### src/rtl/sprite_layer.sv
// -----------------------------------------------------------------------------
// sprite_layer
//
// Renders one SPRITE_W x SPRITE_H sprite at a movable screen position with
// power-of-2 magnification, multi-frame animation and a transparent colour
// index. Pixels are fetched from an external synchronous ROM that holds all
// animation frames back to back.
//
// Pipeline (fixed 3-cycle latency from DrawX/DrawY/blank to pixel outputs):
//   n   : DrawX/DrawY/blank sampled, box test and address computed
//   n+1 : rom_address registered
//   n+2 : rom_q returned by the ROM
//   n+3 : pixel_index / pixel_hit registered
//
// Position and scale are shadowed on frame_start so a frame never tears.
//
// Optional build macro: SPRITE_LAYER_MIRROR_EN
//   When defined, adds input mirror_x (shadowed on frame_start) that flips
//   the sprite horizontally. When undefined the port does not exist.
//
// Ports:
//   vga_clk      in   pixel clock, all logic on posedge
//   reset_n      in   asynchronous active-low reset
//   DrawX/DrawY  in   current pixel column / row (10 bit)
//   blank        in   1 = active display region
//   frame_start  in   one-cycle pulse at start of frame
//   pos_x/pos_y  in   requested sprite left / top edge
//   scale        in   magnification shift 0..3 (x1..x8)
//   anim_en      in   1 = animation advances
//   mirror_x     in   horizontal flip (SPRITE_LAYER_MIRROR_EN only)
//   rom_address  out  registered sprite ROM address
//   rom_q        in   ROM data, valid one cycle after rom_address
//   pixel_index  out  sprite colour index (0 when no hit)
//   pixel_hit    out  1 = opaque sprite pixel
//   anim_frame   out  current animation frame
// -----------------------------------------------------------------------------
module sprite_layer #(
    parameter int SPRITE_W    = 32,
    parameter int SPRITE_H    = 32,
    parameter int FRAMES      = 4,
    parameter int INDEX_W     = 3,
    parameter int TRANSPARENT = 0,
    parameter int FRAME_HOLD  = 8,
    localparam int ROM_AW     = $clog2(FRAMES * SPRITE_W * SPRITE_H),
    localparam int FRAME_W    = (FRAMES > 1) ? $clog2(FRAMES) : 1
) (
    input  logic               vga_clk,
    input  logic               reset_n,
    input  logic [9:0]         DrawX,
    input  logic [9:0]         DrawY,
    input  logic               blank,
    input  logic               frame_start,
    input  logic [9:0]         pos_x,
    input  logic [9:0]         pos_y,
    input  logic [1:0]         scale,
    input  logic               anim_en,
`ifdef SPRITE_LAYER_MIRROR_EN
    input  logic               mirror_x,
`endif
    output logic [ROM_AW-1:0]  rom_address,
    input  logic [INDEX_W-1:0] rom_q,
    output logic [INDEX_W-1:0] pixel_index,
    output logic               pixel_hit,
    output logic [FRAME_W-1:0] anim_frame
);

    localparam int HOLD_W = (FRAME_HOLD > 1) ? $clog2(FRAME_HOLD) : 1;

    // Shadowed geometry and animation state
    logic [9:0]         r_sx;
    logic [9:0]         r_sy;
    logic [1:0]         r_sscale;
    logic               r_smirror;
    logic [HOLD_W-1:0]  r_hold;
    logic [FRAME_W-1:0] r_anim_frame;

    // Pipeline registers
    logic [ROM_AW-1:0]  r_rom_address;
    logic               r_in_box_d1;
    logic               r_blank_d1;
    logic               r_in_box_d2;
    logic               r_blank_d2;
    logic [INDEX_W-1:0] r_pixel_index;
    logic               r_pixel_hit;

    // Stage-0 combinational results
    logic [10:0]        w_dx;
    logic [10:0]        w_dy;
    logic [31:0]        w_wlim;
    logic [31:0]        w_hlim;
    logic [9:0]         w_lx;
    logic [9:0]         w_lx_eff;
    logic [9:0]         w_ly;
    logic               w_in_box;
    logic [ROM_AW-1:0]  w_addr;
    logic               w_mirror_in;
    logic               w_opaque;

`ifdef SPRITE_LAYER_MIRROR_EN
    assign w_mirror_in = mirror_x;
`else
    assign w_mirror_in = 1'b0;
`endif

    // Stage 0: box test against the shadowed position and sprite-local address.
    // The 11-bit subtraction exposes a borrow so pixels left of / above the
    // sprite never wrap around into it.
    always_comb begin
        w_dx     = {1'b0, DrawX} - {1'b0, r_sx};
        w_dy     = {1'b0, DrawY} - {1'b0, r_sy};
        w_wlim   = 32'(SPRITE_W) << r_sscale;
        w_hlim   = 32'(SPRITE_H) << r_sscale;
        w_lx     = w_dx[9:0] >> r_sscale;
        w_ly     = w_dy[9:0] >> r_sscale;
        w_in_box = 1'b0;
        if (!w_dx[10] && !w_dy[10] &&
            ({22'd0, w_dx[9:0]} < w_wlim) && ({22'd0, w_dy[9:0]} < w_hlim)) begin
            w_in_box = 1'b1;
        end else begin
            w_in_box = 1'b0;
        end
        if (r_smirror) begin
            w_lx_eff = 10'(SPRITE_W - 1) - w_lx;
        end else begin
            w_lx_eff = w_lx;
        end
        // Products are formed at ROM_AW width, which equals truncating the
        // full-width address.
        w_addr = ROM_AW'(r_anim_frame) * ROM_AW'(SPRITE_W * SPRITE_H)
               + ROM_AW'(w_ly) * ROM_AW'(SPRITE_W)
               + ROM_AW'(w_lx_eff);
        w_opaque = (rom_q != INDEX_W'(TRANSPARENT));
    end

    // Shadow capture of position, scale and mirror on frame_start only
    always_ff @(posedge vga_clk or negedge reset_n) begin
        if (!reset_n) begin
            r_sx      <= 10'd0;
            r_sy      <= 10'd0;
            r_sscale  <= 2'd0;
            r_smirror <= 1'b0;
        end else if (frame_start) begin
            r_sx      <= pos_x;
            r_sy      <= pos_y;
            r_sscale  <= scale;
            r_smirror <= w_mirror_in;
        end else begin
            r_sx      <= r_sx;
            r_sy      <= r_sy;
            r_sscale  <= r_sscale;
            r_smirror <= r_smirror;
        end
    end

    // Animation: hold counter counts enabled frame_starts, frame advances on wrap
    always_ff @(posedge vga_clk or negedge reset_n) begin
        if (!reset_n) begin
            r_hold       <= {HOLD_W{1'b0}};
            r_anim_frame <= {FRAME_W{1'b0}};
        end else if (frame_start && anim_en) begin
            if (r_hold == HOLD_W'(FRAME_HOLD - 1)) begin
                r_hold <= {HOLD_W{1'b0}};
                if (r_anim_frame == FRAME_W'(FRAMES - 1)) begin
                    r_anim_frame <= {FRAME_W{1'b0}};
                end else begin
                    r_anim_frame <= r_anim_frame + FRAME_W'(1);
                end
            end else begin
                r_hold <= r_hold + HOLD_W'(1);
            end
        end else begin
            r_hold       <= r_hold;
            r_anim_frame <= r_anim_frame;
        end
    end

    // Stage 1/2: ROM address and the in_box/blank flags that travel with it
    always_ff @(posedge vga_clk or negedge reset_n) begin
        if (!reset_n) begin
            r_rom_address <= {ROM_AW{1'b0}};
            r_in_box_d1   <= 1'b0;
            r_blank_d1    <= 1'b0;
            r_in_box_d2   <= 1'b0;
            r_blank_d2    <= 1'b0;
        end else begin
            r_rom_address <= w_in_box ? w_addr : {ROM_AW{1'b0}};
            r_in_box_d1   <= w_in_box;
            r_blank_d1    <= blank;
            r_in_box_d2   <= r_in_box_d1;
            r_blank_d2    <= r_blank_d1;
        end
    end

    // Stage 3: register hit/index from the returned ROM word
    always_ff @(posedge vga_clk or negedge reset_n) begin
        if (!reset_n) begin
            r_pixel_hit   <= 1'b0;
            r_pixel_index <= {INDEX_W{1'b0}};
        end else if (r_in_box_d2 && r_blank_d2 && w_opaque) begin
            r_pixel_hit   <= 1'b1;
            r_pixel_index <= rom_q;
        end else begin
            r_pixel_hit   <= 1'b0;
            r_pixel_index <= {INDEX_W{1'b0}};
        end
    end

    assign rom_address = r_rom_address;
    assign pixel_index = r_pixel_index;
    assign pixel_hit   = r_pixel_hit;
    assign anim_frame  = r_anim_frame;

endmodule

### config.mk
export PLATFORM = sky130hd
export DESIGN_NAME = sprite_layer
export DESIGN_NICKNAME = d
export VERILOG_FILES = /design/src/rtl/sprite_layer.sv
export SDC_FILE = /design/constraint.sdc
export NUM_CORES = 1
export LEC_CHECK = 0
export CORE_MARGIN = 1
export CORE_UTILIZATION = 25
export DETAILED_ROUTE_END_ITERATION = 7
export PLACE_DENSITY = 0.45
export SKIP_CTS_REPAIR_TIMING = 1
export SLEW_MARGIN = 20
export SYNTH_ARGS = -nofsm -noshare
export SYNTH_HDL_FRONTEND = slang
export SYNTH_SLANG_ARGS = --single-unit
### constraint.sdc
create_clock -name vga_clk -period 7.6 [get_ports vga_clk]
set_clock_uncertainty 0.1 [all_clocks]
set_input_delay 1.52 -clock vga_clk [delete_from_list [all_inputs] [get_ports vga_clk]]
set_output_delay 1.52 -clock vga_clk [all_outputs]
set_load 0.005 [all_outputs]
==> run_results.csv, run 1 <==
group,metric,value,unit
detailed_routing,ant_nets,0,
critical_path,crit_buf_inv,3,
run,cap_violations,0,
critical_path,critical_path_arrival,5.84,ns
detailed_routing,routed_wl,7527,µm
global_route,grt_max_degree,48,
critical_path,path_class,"input port to register",
power_and_ir_drop,p_sw_frac,0.3586,
logic_synthesis,postSynthNetCount,465,
logic_synthesis,synth_seq_area_share,0.3376,
detailed_routing,dr.pass1.iters,4,
timing,fin_ws,1.877,ns
power_and_ir_drop,intPower,616.3,µW
die,ios,68,
detailed_routing,via_per_inst,4.542,
timing,drv_slew,0,
timing,hold_viol,0,
logic_synthesis,syn_area,3483,µm²
clocking,cts_buffers,5,
logic_synthesis,synth_flop_cell,"dfrtp_1",
logic_synthesis,ys_top_cells_by_count,"47 x dfrtp_1, 37 x ha_1, 32 x inv_1",
critical_path,cp.required,7.72,ns
logic_synthesis,synth_edf_count,0,
timing,rsz0062_at_grt,"no",
power_and_ir_drop,p_seq_frac,0.306,
power_and_ir_drop,leakagePower,0.001999,µW
finish,drive_gt1_frac,0.06865,
power_and_ir_drop,clockPowerShare,0.232,
global_route,antenna_found_initial,0,
placement,gp_congestion,0.7502,
timing,setup_tns,0,ns
clocking,ctsLongestPathBuffers,2,
timing,max_slew_margin,0.3761,
power_and_ir_drop,comb_power_share,0.463,
logic_synthesis,syn_avg_cell_area,9.289,µm²
clocking,clock-sinks,47,
finish,nNetsFinal,526,
logic_synthesis,synth.most_common_cell,"dfrtp_1",
critical_path,cp_top_family,"compound AO/OA/AOI/OAI gates",
placement,place_ws,1.575,ns
detailed_routing,drc,0,
global_route,grtUsageTotal,0.1115,
clocking,worstSkewPairLatency,0.29,ns
timing,post-route-min-period,5.723,ns
die,die_y,120.0,µm
critical_path,critPathLaunchType,"input port",
timing,fmax,174.7,MHz
logic_synthesis,ys_types,49,
clocking,clkTransAtPathRegs,0.06,ns
detailed_routing,via_count,2784,
global_route,grt_pass1_wl,12920,µm
critical_path,cp-end-kind,"register",
finish,diodes,0,
timing,min_period_over_period,0.7530,
die,die-area,14410,µm²
outcome,status,"finished, final reports clean",
critical_path,crit_chain,"clkdlybuf4s50_1 -> inv_1 -> ha_1 -> inv_1 -> fa_1 -> a21o_1 -> a211oi_1 -> o21ai_0 -> xnor2_1 -> mux2_4 -> mux2_4 -> fa_1 -> nor2b_1 -> o31a_1 -> nor4_1 -> a2111oi_4 -> xnor2_1 -> o21ai_0 -> a21oi_1",
die,rows,42,
logic_synthesis,synth_warnings,0,
power_and_ir_drop,p_sw,344.6,µW
logic_synthesis,postSynthCellCount,375,
logic_synthesis,yosysTopAreaCellShare,0.3376,
finish,post-route-util,0.3339,
critical_path,max_stage_delay,0.44,ns
logic_synthesis,synth_area_leaders,"dfrtp_1 34%, ha_1 13%, mux2i_1 4.9%",
logic_synthesis,ys_async_sr_fraction,1.000,
critical_path,crit_slowest_cell,"fa_1",
logic_synthesis,yosys_register_bits,47,
logic_synthesis,post-synth-top-area-cell,"dfrtp_1",
die,core_area,13400,µm²
timing,worst_pin_slew,0.9358,ns
min_path,hp-class,"register to register",
finish,area_growth,28.45,%
global_route,grt_pass1_vias,2771,
placement,dp_hpwl,5806,µm
detailed_routing,wire_per_inst,12.28,µm
power_and_ir_drop,p_per_area,214.8,nW/µm²
die,start_util,0.2599,
placement,numPortBuffers,67,
detailed_routing,drt-initial-drc-count,110,
clocking,htree_levels,2,
power_and_ir_drop,ir_worst_vdd,0.00009117,V
die,die_w,120.0,µm
critical_path,critPathMaxFanout,3,
timing,setup_viol,0,
timing,holdWs,0.2483,ns
clocking,cts_tree,"done",
global_route,overflow,0,
clocking,root_buffer,"clkbuf_16",
## routing by layer
layer  up-vias  wire (µm)  track usage
li1       1444          -            -
met1      1283       3856       0.1519
met2        51       3261       0.1731
met3         6        302      0.02186
met4         0        106      0.04141
met5         -          0            0
## path summary, 6_finish.rpt
kind,to,start,slack (ns),cells after the start
max,rom_address[11],DrawX[0],1.88,19
min,r_blank_d2,r_blank_d1,0.25,0
max reg2reg,rom_address[11],r_sx[0],3.20,17
min reg2reg,r_blank_d2,r_blank_d1,0.25,0
max in group asynchronous,r_blank_d2,reset_n,5.77,2
min in group asynchronous,r_hold[0],reset_n,1.22,2
## stage by stage
step / cell area, µm² / instances / power (µW)
finish: 4474 / 613 / 960.9
global route: 4474 / 613 / 1046
CTS: 4474 / 613 / 978.1
detailed placement: 4329 / 605 / 746.5
global placement: 4329 / 605 / 741.1
floorplan: 3483 / 375 / 630.2
## registers in the layout, summed over array words and instances, names as in the netlist, 2 cells and up
register,flops
anim_frame,2
r_hold,3
r_sscale,2
r_sy,10
pixel_index,3
rom_address,12
r_sx,10
## power groups by stage
stage / clock, µW / sequential [µW] / combinational (µW)
5_1_grt: 240 / 299 / 508
6_report: 222 / 294 / 445
4_1_cts: 233 / 294 / 451
2_1_floorplan: 0 / 291 / 339
3_5_place_dp: 0 / 299 / 448
3_3_place_gp: 0 / 298 / 443
## worst register-to-register path: stages (launching register included)
cell and delay [ns]:
dfrtp_1 0.34, ha_1 0.17, inv_1 0.05, fa_1 0.39, a21o_1 0.19, a211oi_1 0.31, o21ai_0 0.20, xnor2_1 0.20
mux2_4 0.30, mux2_4 0.27, fa_1 0.44, nor2b_1 0.21, o31a_1 0.20, nor4_1 0.09, a2111oi_4 0.43, xnor2_1 0.16
o21ai_0 0.09, a21oi_1 0.18
## cell type report
cell class | instances | area (µm²)
clock inverters | 3 | 20.02
clock buffers | 5 | 125.1
multi-input cells | 280 | 2125
flip-flops and latches | 47 | 1176
fillers | 1403 | 8926
repair buffers | 70 | 688.2
well taps | 176 | 220.2
inverters | 32 | 120.1
## cells by family after synthesis
logic type               after synthesis  share of synthesized area
AND/OR/NAND/NOR                       93                     0.1318
adder cells (fa/ha/maj)               40                     0.1501
flip-flops                            47                     0.3376
buffers and inverters                 48                    0.05244
XOR/XNOR                              19                    0.04777
multiplexers                          28                    0.08657
AO/OA/AOI/OAI                        100                     0.1936
## cell usage in the layout, fill, tap and decap left out, types with 3 or more instances in the layout
cell type,count
o21a_1,14
nand2b_1,5
xnor2_1,12
nor2b_1,8
a21oi_1,19
and3_1,4
buf_4,3
fa_1,3
ha_1,37
nand2_1,26
o21ai_0,30
clkbuf_16,5
nand3_1,5
mux2_2,9
nor2_1,23
inv_1,32
a211oi_1,7
nor3_1,9
clkdlybuf4s50_1,66
dfrtp_1,47
xor2_1,7
a21o_1,8
mux2i_1,17
Power figures use the tool's default switching activity.
==> run 2: changes to the inputs <==
==> constraint.sdc (replaced) <==
create_clock -name vga_clk -period 5.4 [get_ports vga_clk]
set_clock_uncertainty 0.1 [all_clocks]
set_input_delay 1.08 -clock vga_clk [delete_from_list [all_inputs] [get_ports vga_clk]]
set_output_delay 1.08 -clock vga_clk [all_outputs]
set_load 0.005 [all_outputs]
==> run 2 against run 1 <==
Net effect: worst hold slack barely moved; register-to-register slack got worse by 1.9 ns; sequential power rose by 43%; power rose by 48%; clock power rose by 61%; routed wire length fell by 2.1%; critical path depth did not move; largest cell class unchanged.
==> run_results.csv, run 2 (synthesized netlist as in run 1, its figures left out) <==
group,metric,value,unit
timing,hold_viol,0,
detailed_routing,drc,0,
placement,dp_cells,612,
finish,nNetsFinal,534,
critical_path,crit_buf_inv,3,
finish,fill_cells,1381,
clocking,root_buffer,"clkbuf_16",
critical_path,crit_chain,"clkdlybuf4s50_1 -> inv_1 -> ha_1 -> inv_1 -> fa_1 -> a21oi_1 -> a2bb2oi_1 -> nor2b_1 -> xnor2_1 -> mux2i_1 -> mux2i_1 -> ha_1 -> o21a_1 -> o31a_1 -> and3_1 -> a2111oi_4 -> xnor2_1 -> o21ai_0 -> a21oi_1",
finish,final_cells,621,
detailed_routing,ant_nets,0,
timing,setup_viol,0,
detailed_routing,drt-initial-drc-count,112,
detailed_routing,via_count,2776,
placement,gp_congestion,0.7423,
timing,min_period_over_period,0.9306,
detailed_routing,wire_per_inst,11.87,µm
outcome,status,"finished, final reports clean",
critical_path,critPathLaunchType,"input port",
finish,most-common-layout-cells,"66 x clkdlybuf4s50_1, 46 x dfrtp_1, 37 x ha_1",
timing,drv_slew,0,
clocking,htree_levels,2,
finish,diodes,0,
critical_path,cp_top_family,"compound AO/OA/AOI/OAI gates",
global_route,antenna_found_initial,0,
global_route,overflow,0,
global_route,grtUsageTotal,0.1094,
timing,rsz0062_at_grt,"no",
die,start_util,0.2599,
run,cap_violations,0,
power_and_ir_drop,leakagePower,0.002063,µW
timing,holdWs,0.2480,ns
critical_path,max_stage_delay,0.41,ns
power_and_ir_drop,total_power,1426,µW
detailed_routing,routed_wl,7371,µm
die,rows,42,
power_and_ir_drop,p_per_area,311.5,nW/µm²
clocking,clkTransAtPathRegs,0.06,ns
power_and_ir_drop,ir_worst_vdd,0.0001245,V
clocking,clock-sinks,47,
critical_path,critPathMaxFanout,4,
finish,area_growth,31.43,%
clocking,cts_tree,"done",
critical_path,cp-end-kind,"register",
die,ios,68,
critical_path,cp.required,5.51,ns
die,core_area,13400,µm²
placement,numPortBuffers,67,
global_route,grt_pass1_wl,12790,µm
finish,layout_commonest_cell,"clkdlybuf4s50_1",
placement,dp_hpwl,5823,µm
clocking,worstSkewPairLatency,0.29,ns
global_route,grt_max_degree,48,
die,die-area,14410,µm²
clocking,ctsLongestPathBuffers,2,
global_route,grt_pass1_vias,2697,
die,die_w,120.0,µm
critical_path,critical_path_arrival,5.13,ns
critical_path,crit_slowest_cell,"fa_1",
die,die_y,120.0,µm
clocking,cts_buffers,5,
timing,fmax,199.0,MHz
finish,drive_gt1_frac,0.09663,
min_path,hp-class,"register to register",
detailed_routing,dr.pass1.iters,4,
detailed_routing,via_per_inst,4.470,
timing,post-route-min-period,5.025,ns
timing,worst_pin_slew,0.9657,ns
finish,largest_reg_flops,12,
critical_path,path_class,"input port to register",
timing,max_slew_margin,0.3562,
[run 2: worst paths after layout]
| check | from | to | slack, ns | cells past startpoint |
|---|---|---|---|---|
| max in group asynchronous | reset_n | r_sscale[0] | 3.99 | 2 |
| setup reg to reg | r_sy[0] | rom_address[11] | 1.27 | 17 |
| hold reg to reg | r_blank_d1 | r_blank_d2 | 0.25 | 0 |
| setup / recovery | DrawY[0] | rom_address[11] | 0.37 | 19 |
| hold / removal | r_blank_d1 | r_blank_d2 | 0.25 | 0 |
| min in group asynchronous | reset_n | r_sx[7] | 0.78 | 2 |
[run 2: power breakdown]
group          switching [µW]  internal (µW)  total (µW)
clock network             139            219         358
logic                     313            336         650
registers                32.3            386         419
total                     485            941        1430
[run 2: layout make-up]
type	instances	area, µm²	area share
multi-input combinational	280	2143	0.4682
sequential	47	1177	0.2572
timing repair buffer	78	748.2	0.1634
tap	176	220.2	0.04810
clock buffer	5	125.1	0.02733
inverter	32	120.1	0.02624
clock inverter	3	43.79	0.009565
[run 2: through the flow]
step / utilization / worst slack [ns] / cell area, µm² / TNS (ns)
2_1_floorplan: - / 0.6236 / 3483 / 0
3_3_place_gp: 0.3270 / -0.01581 / 4382 / -0.01581
3_5_place_dp: 0.3270 / -0.2042 / 4382 / -0.2042
4_1_cts: 0.3396 / 0.08403 / 4551 / 0
5_1_grt: 0.3416 / 0.02836 / 4578 / 0
6_report: 0.3416 / 0.3748 / 4578 / 0
[run 2: metal layers]
layer	wire length [µm]	share of wire	vias up	track usage
met5	0	0	-	0
met4	95	0.013	0	0.03359
met3	316	0.043	5	0.02234
met2	3167	0.43	48	0.1677
met1	3792	0.51	1265	0.1530
li1	-	-	1458	-
==> run 3: changes to the inputs <==
--- a/config.mk
+++ b/config.mk
@@ -5,7 +5,7 @@
 export SDC_FILE = /design/constraint.sdc
 export NUM_CORES = 1
 export LEC_CHECK = 0
-export CORE_MARGIN = 1
+export CORE_MARGIN = 2
 export CORE_UTILIZATION = 25
 export DETAILED_ROUTE_END_ITERATION = 7
 export PLACE_DENSITY = 0.45
==> run 3 against run 2 <==
Net effect: global-route usage is 0.82 points higher; clock-buffer cell count is 1 higher; sequential cell count stayed put; largest power group unchanged.
==> run_results.csv, run 3 (synthesized netlist as in run 1, its figures left out) <==
group,metric,value,unit
finish,diodes,0,
finish,post-route-util,0.3355,
global_route,overflow,0,
timing,post-route-min-period,5.014,ns
die,ios,68,
die,core_area,13720,µm²
detailed_routing,via_count,2866,
finish,most-common-layout-cells,"66 x clkdlybuf4s50_1, 47 x dfrtp_1, 37 x ha_1",
power_and_ir_drop,p_sw_frac,0.3295,
clocking,cts_tree,"done",
power_and_ir_drop,total_power,1470,µW
finish,layout_commonest_cell,"clkdlybuf4s50_1",
clocking,clkTransAtPathRegs,0.07,ns
min_path,hp-class,"register to register",
detailed_routing,via_per_inst,4.571,
placement,dp_cells,618,
finish,drive_gt1_frac,0.08949,
power_and_ir_drop,p_sw,484.4,µW
power_and_ir_drop,intPower,985.6,µW
power_and_ir_drop,ir_worst_vdd,0.0001166,V
timing,hold_viol,0,
timing,worst_pin_slew,0.6273,ns
global_route,grtUsageTotal,0.1176,
detailed_routing,drt-initial-drc-count,105,
clocking,ctsLongestPathBuffers,2,
clocking,worstSkewPairLatency,0.30,ns
power_and_ir_drop,p_seq_frac,0.279,
global_route,grt_max_degree,48,
timing,drv_slew,0,
finish,largest_reg_flops,12,
detailed_routing,wire_per_inst,13.05,µm
clocking,clock-sinks,47,
finish,area_growth,32.15,%
clocking,cts_buffers,5,
timing,rsz0062_at_grt,"no",
timing,max_slew_margin,0.5818,
power_and_ir_drop,comb_power_share,0.450,
detailed_routing,drc,0,
detailed_routing,dr.pass1.iters,4,
power_and_ir_drop,leakagePower,0.002073,µW
power_and_ir_drop,clockPowerShare,0.270,
global_route,antenna_found_initial,0,
clocking,htree_levels,2,
min_path,holdPathStages,0,
finish,final_cells,627,
global_route,grt_pass1_vias,2973,
die,rows,43,
critical_path,critPathMaxFanout,3,
timing,fmax,199.4,MHz
global_route,grt_pass1_wl,13990,µm
detailed_routing,ant_nets,0,
die,die_y,122.0,µm
power_and_ir_drop,p_per_area,319.4,nW/µm²
placement,gp_congestion,0.7579,
critical_path,cp.required,5.52,ns
die,start_util,0.2539,
placement,numPortBuffers,67,
critical_path,cp-end-kind,"register",
timing,setup_viol,0,
finish,nNetsFinal,536,
detailed_routing,routed_wl,8180,µm
critical_path,critical_path_arrival,5.13,ns
critical_path,reg2reg_depth,20,
clocking,root_buffer,"clkbuf_16",
die,die-area,14890,µm²
placement,dp_hpwl,6424,µm
die,die_w,122.0,µm
outcome,status,"finished, final reports clean",
run,cap_violations,0,
timing,min_period_over_period,0.9285,
critical_path,path_class,"input port to register",
critical_path,critPathLaunchType,"input port",
## run 3: metrics by stage
| step | TNS (ns) | setup slack (ns) | cell area (µm²) | hold slack (ns) |
|---|---|---|---|---|
| after global placement | 0 | 0.06672 | 4402 | 0.2363 |
| after global routing | 0 | 0.03237 | 4603 | 0.2771 |
| after floorplan | 0 | 0.6236 | 3483 | 0.2312 |
| after detailed placement | -0.07649 | -0.07649 | 4402 | 0.2379 |
| final | 0 | 0.3862 | 4603 | 0.2643 |
| after CTS | 0 | 0.2003 | 4591 | 0.2757 |
## run 3: layout make-up
| type | instances | area, µm² |
|---|---|---|
| Clock buffer | 6 | 128.9 |
| Fill cell | 1443 | 9116 |
| Multi-Input combinational cell | 280 | 2130 |
| Tap cell | 180 | 225.2 |
| Timing Repair Buffer | 80 | 763.2 |
| Inverter | 32 | 120.1 |
| Clock inverter | 2 | 60.06 |
| Sequential cell | 47 | 1176 |
## run 3: worst paths after layout
path	start	endpoint	slack, ns
max in group asynchronous	reset_n	rom_address[8]	3.98
setup / recovery	DrawX[0]	rom_address[11]	0.39
min in group asynchronous	reset_n	r_blank_d1	0.80
hold reg to reg	r_blank_d1	r_blank_d2	0.26
hold / removal	r_blank_d1	r_blank_d2	0.26
setup reg to reg	r_sx[0]	rom_address[11]	1.28
## run 3: critical path, cell delays in order
cell             delay, ns
clkdlybuf4s50_1       0.40
inv_1                 0.06
ha_1                  0.16
inv_1                 0.05
fa_1                  0.38
a21o_1                0.19
a211oi_2              0.25
o21ai_1               0.13
xnor2_1               0.28
nand2_1               0.08
o21ai_0               0.11
mux2i_1               0.12
ha_1                  0.22
inv_1                 0.07
fa_1                  0.18
nor2b_1               0.06
o31a_1                0.27
and3_1                0.22
a2111oi_4             0.42
xor2_1                0.19
nand2b_1              0.07
a21oi_1               0.15
## run 3: layer usage
layer / wire length [µm] / GRT usage
met2: 4046 / 0.2060
met4: 110 / 0.03233
met1: 3659 / 0.1441
met3: 363 / 0.02762
met5: 0 / 0
## run 3: power by group through the flow
stage	clock network, µW	logic, µW	registers (µW)
after global routing	425	759	416
after detailed placement	0	666	418
final	398	662	411
after global placement	0	658	417
after CTS	413	670	412
after floorplan	0	477	410
